==> src/rtl/iob_fifo_rd_stream_pkg.sv <==
// iob_fifo_rd_stream_pkg: constants and helpers shared by the FIFO read-stream
// adapter and its two-entry skid buffer.
package iob_fifo_rd_stream_pkg;

    localparam int BUF_DEPTH = 2;
    localparam int LEVEL_W   = 2;
    localparam int BEAT_W    = 16;

    typedef logic [LEVEL_W-1:0] level_t;

    // True when a new FIFO read still fits in the local buffer. This counts the
    // words held locally, plus the word already in flight, minus the word leaving this cycle.
    function automatic logic may_request(input level_t cnt, input logic pend, input logic pop);
        logic [LEVEL_W:0] sum;
        sum = {1'b0, cnt} + {{LEVEL_W{1'b0}}, pend} - {{LEVEL_W{1'b0}}, pop};
        return sum < (LEVEL_W+1)'(BUF_DEPTH);
    endfunction

endpackage

==> src/rtl/iob_skid_buf2.sv <==
// iob_skid_buf2: two-entry in-order buffer with head/tail pointers and an
// occupancy count. Push and pop may happen in the same cycle.
module iob_skid_buf2
    import iob_fifo_rd_stream_pkg::*;
#(
    parameter int DATA_W = 8
) (
    input  logic              clk_i,
    input  logic              rst_i,
    input  logic              push_i,
    input  logic              pop_i,
    input  logic [DATA_W-1:0] data_i,
    output logic [DATA_W-1:0] data_o,
    output level_t            count_o
);

    logic [DATA_W-1:0] mem_q [BUF_DEPTH];
    logic              head_q, head_d;
    logic              tail_q, tail_d;
    level_t            cnt_q, cnt_d;

    // Next pointers and count; simultaneous push and pop leave the count unchanged
    always_comb begin
        head_d = head_q ^ pop_i;
        tail_d = tail_q ^ push_i;
        cnt_d  = cnt_q + level_t'(push_i) - level_t'(pop_i);
    end

    // Storage and pointer registers, cleared by the synchronous reset
    always_ff @(posedge clk_i) begin
        if (rst_i) begin
            head_q   <= 1'b0;
            tail_q   <= 1'b0;
            cnt_q    <= '0;
            mem_q[0] <= '0;
            mem_q[1] <= '0;
        end else begin
            head_q <= head_d;
            tail_q <= tail_d;
            cnt_q  <= cnt_d;
            if (push_i) begin
                mem_q[tail_q] <= data_i;
            end
        end
    end

    // The head entry is always the oldest word held
    always_comb begin
        data_o  = mem_q[head_q];
        count_o = cnt_q;
    end

endmodule

==> src/rtl/iob_fifo_rd_stream.sv <==
// iob_fifo_rd_stream: turns a FIFO read port with one-cycle read latency into a
// valid/ready stream, buffering up to two words locally so the stream never stalls
// on the FIFO latency. Packet framing on m_last is built only when the macro
// IOB_FIFO_RD_STREAM_LAST_EN is defined; otherwise m_last is tied low.
module iob_fifo_rd_stream
    import iob_fifo_rd_stream_pkg::*;
#(
    parameter int DATA_W  = 8,
    parameter int PKT_LEN = 16
) (
    input  logic              clk,
    input  logic              rst,
    input  logic              fifo_empty,
    output logic              fifo_read_en,
    input  logic [DATA_W-1:0] fifo_data,
    output logic              m_valid,
    input  logic              m_ready,
    output logic [DATA_W-1:0] m_data,
    output logic              m_last,
    output logic [1:0]        level
);

    if (PKT_LEN < 1 || PKT_LEN > 65535) begin : gBadPktLen
        $error("iob_fifo_rd_stream: PKT_LEN must lie in 1..65535");
    end

    level_t            bufCount;
    logic [DATA_W-1:0] bufHead;
    logic              bufValid;
    logic              popEn;
    logic              rdEn;
    logic              pend_q, pend_d;

    // Read request: only ask the FIFO when the word it returns is guaranteed a slot
    always_comb begin
        bufValid = ~rst & (bufCount != '0);
        popEn    = bufValid & m_ready;
        rdEn     = ~rst & ~fifo_empty & may_request(bufCount, pend_q, popEn);
        pend_d   = rdEn;
    end

    // pend marks the cycle in which the FIFO presents the word requested last cycle
    always_ff @(posedge clk) begin
        if (rst) begin
            pend_q <= 1'b0;
        end else begin
            pend_q <= pend_d;
        end
    end

    iob_skid_buf2 #(
        .DATA_W (DATA_W)
    ) uBuf (
        .clk_i   (clk),
        .rst_i   (rst),
        .push_i  (pend_q),
        .pop_i   (popEn),
        .data_i  (fifo_data),
        .data_o  (bufHead),
        .count_o (bufCount)
    );

    // Stream outputs come straight from the buffer registers and are forced quiet during reset
    always_comb begin
        fifo_read_en = rdEn;
        m_valid      = bufValid;
        m_data       = rst ? '0 : bufHead;
        level        = rst ? '0 : bufCount;
    end

`ifdef IOB_FIFO_RD_STREAM_LAST_EN
    localparam logic [BEAT_W-1:0] LastBeat = BEAT_W'(PKT_LEN - 1);

    logic [BEAT_W-1:0] beat_q, beat_d;

    // Beat counter advances on every accepted word and wraps after the last beat of a packet
    always_comb begin
        beat_d = beat_q;
        if (popEn) begin
            beat_d = (beat_q == LastBeat) ? '0 : beat_q + BEAT_W'(1);
        end
    end

    // Beat counter register, restarting packets from beat 0 on reset
    always_ff @(posedge clk) begin
        if (rst) begin
            beat_q <= '0;
        end else begin
            beat_q <= beat_d;
        end
    end

    assign m_last = bufValid & (beat_q == LastBeat);
`else
    assign m_last = 1'b0;
`endif

endmodule

==> config.mk <==
export PLATFORM = sky130hd
export DESIGN_NAME = iob_fifo_rd_stream
export DESIGN_NICKNAME = d
export VERILOG_FILES = /design/src/rtl/iob_fifo_rd_stream_pkg.sv /design/src/rtl/iob_skid_buf2.sv /design/src/rtl/iob_fifo_rd_stream.sv
export SDC_FILE = /design/constraint.sdc
export NUM_CORES = 1
export LEC_CHECK = 0
export CORE_MARGIN = 1
export CORE_UTILIZATION = 48
export CTS_BUF_LIST = sky130_fd_sc_hd__clkbuf_4 sky130_fd_sc_hd__clkbuf_8
export CTS_CLUSTER_DIAMETER = 60
export DETAILED_ROUTE_END_ITERATION = 10
export DONT_BUFFER_PORTS = 1
export GPL_ROUTABILITY_DRIVEN = 0
export SYNTH_ARGS = -nofsm -noshare
export SYNTH_HDL_FRONTEND = slang
export SYNTH_SLANG_ARGS = --single-unit
export TNS_END_PERCENT = 50
==> constraint.sdc <==
create_clock -name clk -period 3.1 [get_ports clk]
set_input_delay 0.155 -clock clk [delete_from_list [all_inputs] [get_ports clk]]
set_output_delay 0.155 -clock clk [all_outputs]
set_load 0.01 [all_outputs]
==> results of run 1 <==
Yosys cell counts:
cell type	n	area share, %
mux2_2	1	1.1
mux2i_1	8	7.7
fa_1	1	1.9
nor3b_4	1	1.8
and2_1	16	9.7
nor3b_1	1	0.72
buf_4	2	1.4
nor2_1	14	5.1
nor4_1	2	1.2
a21o_1	2	1.4
edfxtp_1	16	46
and3b_4	1	1.2
conb_1	1	0.36
buf_6	2	2.2
dfxtp_1	5	9.7
xnor2_1	2	1.7
inv_1	5	1.8
nor2b_1	3	1.8
ha_1	2	2.4
o21ai_0	1	0.48
cells by family after synthesis:
family          share of synthesized area [%]
compound gates                           1.93
xor+xnor                                 1.69
fa+ha+maj                                4.34
buf+inv                                  5.43
flops                                    56.0
mux                                      8.81
other cells                             0.362
simple gates                             21.5
power by group through the flow:
stage                     logic, uW  clock network (uW)  registers (uW)
final                           228                 135             430
after CTS                       232                 137             431
after floorplan                 224                   0             412
after global placement          224                   0             435
after global routing            263                 146             440
after detailed placement        228                   0             437
worst paths after layout:
check | start | end | cells past startpoint
hold reg to reg | uBuf.tail_q$_SDFF_PP0_ | uBuf.tail_q$_SDFF_PP0_ | 2
setup reg to reg | uBuf.count_o[1]$_SDFF_PP0_ | pend_q$_SDFF_PP0_ | 7
hold / removal | fifo_data[7] | uBuf.mem_q[1][7]$_SDFFCE_PN0P_ | 1
setup / recovery | uBuf.count_o[1]$_SDFF_PP0_ | fifo_read_en | 7
critical path: stages (launching register included):
cell and delay, ns:
dfxtp_1 0.40, nor2_1 0.08, nor3b_1 0.19, ha_1 0.26, inv_1 0.06, ha_1 0.15
fa_1 0.45, nor4_1 0.46
state kept, by name (all words and copies together) (netlist names):
name / flops
pend_q: 1
uBuf.tail_q: 1
uBuf.head_q: 1
uBuf.count_o: 2
uBuf.mem_q: 16
stage by stage:
stage | util [%] | total power [uW]
final | 54.1 | 793
after global routing | 54.1 | 849
after CTS | 54.1 | 799
after detailed placement | 51.6 | 665
after global placement | 51.6 | 659
after floorplan | - | 636
layout make-up:
cell class | instances | area, sq um | share of cell area, %
inverters | 5 | 18.8 | 1.73
well taps | 27 | 33.8 | 3.12
multi-input cells | 56 | 400 | 37.0
flip-flops and latches | 21 | 581 | 53.6
repair buffers | 2 | 20.0 | 1.85
clock buffers | 4 | 30.0 | 2.77
routing by layer:
metal  vias up  GRT usage (%)  routed length [um]
met3         2           3.46                  99
met5         -              0                   0
li1        291              -                   -
met2        15           23.9                 711
met4         0           7.35                  13
met1       266           17.0                 644
timing repair:
item / in CTS / in global routing
endpoints found under the hold margin: 4 / 0
hold buffers: 2 / 0
gates resized for setup: 0 / 0
==> impl_metrics.ini, run 1 <==
[setup_path]
crit_fanout = 4
crit_required_ns = 2.94
cp_data_arrival_time_ns = 2.33
crit_type = register to output pin
worstSetupStartpointType = register
r2r_slack_ns = 1.17
end_kind = output pin

[placement]
place_area_sq_um = 1030
post-place-ws_ns = 0.945
dp_hpwl_um = 988
dpl.cell_count = 109
port_buffers = 0

[synth]
synth_nets = 101
yosysSeqAreaShare_pct = 56.0
yosys_warnings = 0
synthCells = 86
syn_avg_cell_area_sq_um = 12.1
synth_area_sq_um = 1040
synth.distinct_cells = 20
ys_ff_latch = 21

[pwr]
powerDensity_nw_per_um2 = 732
p_clk_share_pct = 17.0
vdd_drop_max_mv = 0.389
combPwrFrac_pct = 28.8
p_int_uw = 541
power_switching_uw = 251
power_leakage_uw = 0.000409
sequentialPowerShare_pct = 54.2
switching_share_pct = 31.7

[sta]
finalHoldViolations = 0
post-route-period-util_pct = 80.0
maxSlewViolCount = 0
max_slew_margin_pct = 66.2
setup-tns-final_ns = 0
rsz0062_at_grt = false
setup_viol_count_final = 0
hold_ws_ns = 0.0531
setup_slack_ns = 0.619
tightest_slew_ns = 0.503
skew_ns = 0.00455
fmax_ghz = 0.403
period_minus_slack_ns = 2.48

[global_route]
grt_max_degree = 21
grt_pass1_wl_um = 2500
grt_pass1_vias = 563
grt_overflow_total = 0
antenna_found_initial = 0
grt_util_all_layers_pct = 14.3

[job]
drv_cap = 0

[floorplan]
fp.coreArea_sq_um = 2000
dieWidth_um = 48.5
die_y_um = 48.5
dieArea_sq_um = 2350
io_pins = 25
rows = 16
start_util_pct = 51.8

[route]
drtIter0Drc = 2
num_vias = 574
routed_wirelength_um = 1470
vias_per_cell = 4.99
drtAntennaViolNets = 0
firstDrtPassIters = 3
wl_per_cell_um = 12.8
drc = 0

[hold_path]
hp-class = primary input to register

[cells_and_area]
n_fill_cell = 179
drive_above_1_share_pct = 7.95
n_antenna_cell = 0
nNetsFinal = 104
finalNonFillerCells = 115
final_cell_mix = and2_1 (16), edfxtp_1 (16), nor2_1 (14), mux2i_1 (8)
area_growth_pct = 4.46
finalInstanceArea_sq_um = 1080

[clock_network]
cts_tree = done
cts_max_path_buffers = 2
cts_setup_buffers = 0
clk_pin_slew_ns = 0.11
cts_buffers = 3
cts_root_buffer = clkbuf_4
htreeDepth = 1
worstSkewPairLatency_ns = 0.29
cts_sinks = 21

[status]
status = complete, no violations
Power figures use the tool's default switching activity.
==> run 2, diff against run 1 <==
==> constraint.sdc (replaced) <==
create_clock -name clk -period 2.3 [get_ports clk]
set_input_delay 0.115 -clock clk [delete_from_list [all_inputs] [get_ports clk]]
set_output_delay 0.115 -clock clk [all_outputs]
set_load 0.01 [all_outputs]
==> run 2 against run 1 <==
Worst setup slack worse by 0.60 ns. Via count up 5.6%. Register-to-register slack worse by 0.96 ns. Combinational power up 71%. Clock skew down 0.0020 ns. Sequential cell count unchanged. Sequential power up 37%. Cell area up 7.2%. Global-route usage up 0.94 points. Clock power up 35%. Sequential share of layout area down 3.4 points.
==> impl_metrics.ini, run 2 (synthesized netlist as in run 1, its figures left out) <==
[status]
status = complete, no violations

[job]
drv_cap = 0

[setup_path]
r2r_start = uBuf.count_o[1]$_SDFF_PP0_
cpPeakStageDelay_ns = 0.45
crit_path_top_delay_cell = fa_1
crit_chain = nor2_4 > nor3b_2 > ha_1 > inv_1 > ha_2 > fa_1 > nor4_1 > buf_4
cp_data_arrival_time_ns = 2.16
crit_required_ns = 2.18
end_kind = output pin
r2r-end = pend_q$_SDFF_PP0_
critPathTopFamily = adder cells
worstSetupStartpointType = register
path_buf_inv = 2
reg2regPathDepth = 9
crit_fanout = 2
crit_type = register to output pin
r2r_slack_ns = 0.21

[floorplan]
start_util_pct = 51.8
dieArea_sq_um = 2350
io_pins = 25
rows = 16
die_y_um = 48.5
dieWidth_um = 48.5
fp.coreArea_sq_um = 2000

[placement]
post-place-ws_ns = 0.219
dp_hpwl_um = 1010
port_buffers = 0
place_area_sq_um = 1040

[cells_and_area]
n_fill_cell = 182
n_antenna_cell = 0
final_cell_mix = and2_1 (16), edfxtp_1 (16), nor2_1 (13), mux2i_1 (8)
drive_above_1_share_pct = 16.8
nNetsFinal = 111
regMostFlops = uBuf.mem_q
area_growth_pct = 11.9
largest_reg_flops = 16
finalInstanceArea_sq_um = 1160

[route]
num_vias = 606
firstDrtPassIters = 3
routed_wirelength_um = 1590
drc = 0
wl_per_cell_um = 13.0
drtIter0Drc = 4
vias_per_cell = 4.97
drtAntennaViolNets = 0

[global_route]
antenna_found_initial = 0
grt_overflow_total = 0
grt_util_all_layers_pct = 15.2
grt_use_met1_pct = 17.6
met3_usage_pct = 5.66
use_met2_pct = 25.6
grt_pass1_vias = 593
grt_max_degree = 21
busiest_layer = met2
grt_pass1_wl_um = 2660

[sta]
maxSlewViolCount = 0
setup-tns-final_ns = 0
max_slew_margin_pct = 64.5
fmax_ghz = 0.439
setup_slack_ns = 0.0227
skew_ns = 0.00259
finalHoldViolations = 0
setup_viol_count_final = 0
period_minus_slack_ns = 2.28
tightest_slew_ns = 0.531
post-route-period-util_pct = 99.0
rsz0062_at_grt = true

[hold_path]
min_to = uBuf.mem_q[0][6]$_SDFFCE_PN0P_
hp-class = primary input to register
hold_path_depth = 1
min_from = fifo_data[6]

[clock_network]
cts_tree = done
cts_root_buffer = clkbuf_4
clk_pin_slew_ns = 0.11
worstSkewPairLatency_ns = 0.29
cts_max_path_buffers = 2
cts_buffers = 3
htreeDepth = 1
cts_sinks = 21

[pwr]
p_total_uw = 1160
powerDensity_nw_per_um2 = 997
power_leakage_uw = 0.000445
vdd_drop_max_mv = 0.525
-- run 2: changes by cell type in the layout (fill, tap and decap cells not counted) --
cell / before / now
nor2_4: 0 / 1
buf_4: 0 / 4
ha_2: 0 / 1
dfxtp_2: 0 / 2
nor3b_1: 1 / 0
dfxtp_1: 5 / 3
nor2_1: 14 / 13
nor3b_2: 0 / 1
ha_1: 2 / 1
dlygate4sd3_1: 2 / 5
-- run 2: timing repair --
action,in CTS,in global routing
resized for setup,6,0
hold buffers,2,3
pin swaps,2,2
setup endpoints to repair,1,1
endpoints found under the hold margin,4,3
buffers inserted,2,1
-- run 2: worst reg2reg max path, stage by stage (launching register included) --
cell and delay [ns]:
dfxtp_2 0.37, nor2_4 0.05, nor3b_2 0.14, ha_1 0.24, inv_1 0.06, ha_2 0.16, fa_1 0.45, buf_4 0.16
buf_4 0.12, nor4_1 0.25
-- run 2: where the power goes --
part	leakage, uW	internal [uW]	switching [uW]	total (uW)
Combinational	0.000217	205	184	389
Sequential	0.000209	508	78.9	587
Clock	0.0000184	79.2	103	182
-- run 2: how the worst max path moves through the flow --
stage | from | endpoint | cells past startpoint
2_1_floorplan | uBuf.count_o[1]$_SDFF_PP0_ | fifo_read_en | 7
3_3_place_gp | uBuf.count_o[1]$_SDFF_PP0_ | fifo_read_en | 8
3_5_place_dp | uBuf.count_o[1]$_SDFF_PP0_ | fifo_read_en | 8
4_1_cts | uBuf.count_o[1]$_SDFF_PP0_ | fifo_read_en | 8
5_1_grt | uBuf.count_o[1]$_SDFF_PP0_ | fifo_read_en | 8
6_report | uBuf.count_o[1]$_SDFF_PP0_ | fifo_read_en | 8
-- run 2: area by class of cell --
class                      count  area [sq um]  share of cell area [%]
timing repair buffer           9          80.1                    6.90
inverter                       5          18.8                    1.62
sequential                    21           583                    50.2
tap                           27          33.8                    2.91
clock buffer                   4          30.0                    2.59
multi-input combinational     56           415                    35.8
-- run 2: through the flow --
stage	instances	hold WS [ns]	util, %
floorplan	86	0.194	-
global placement	110	0.191	52.0
detailed placement	110	0.192	52.0
CTS	118	0.00134	56.1
global route	122	0.00184	58.0
finish	122	0.0111	58.0
-- run 2: metal layers --
metal,vias to the layer above,part of all wire [%]
met1,286,40
met3,2,5.5
li1,302,-
met5,-,0
met2,16,54
met4,0,0.57
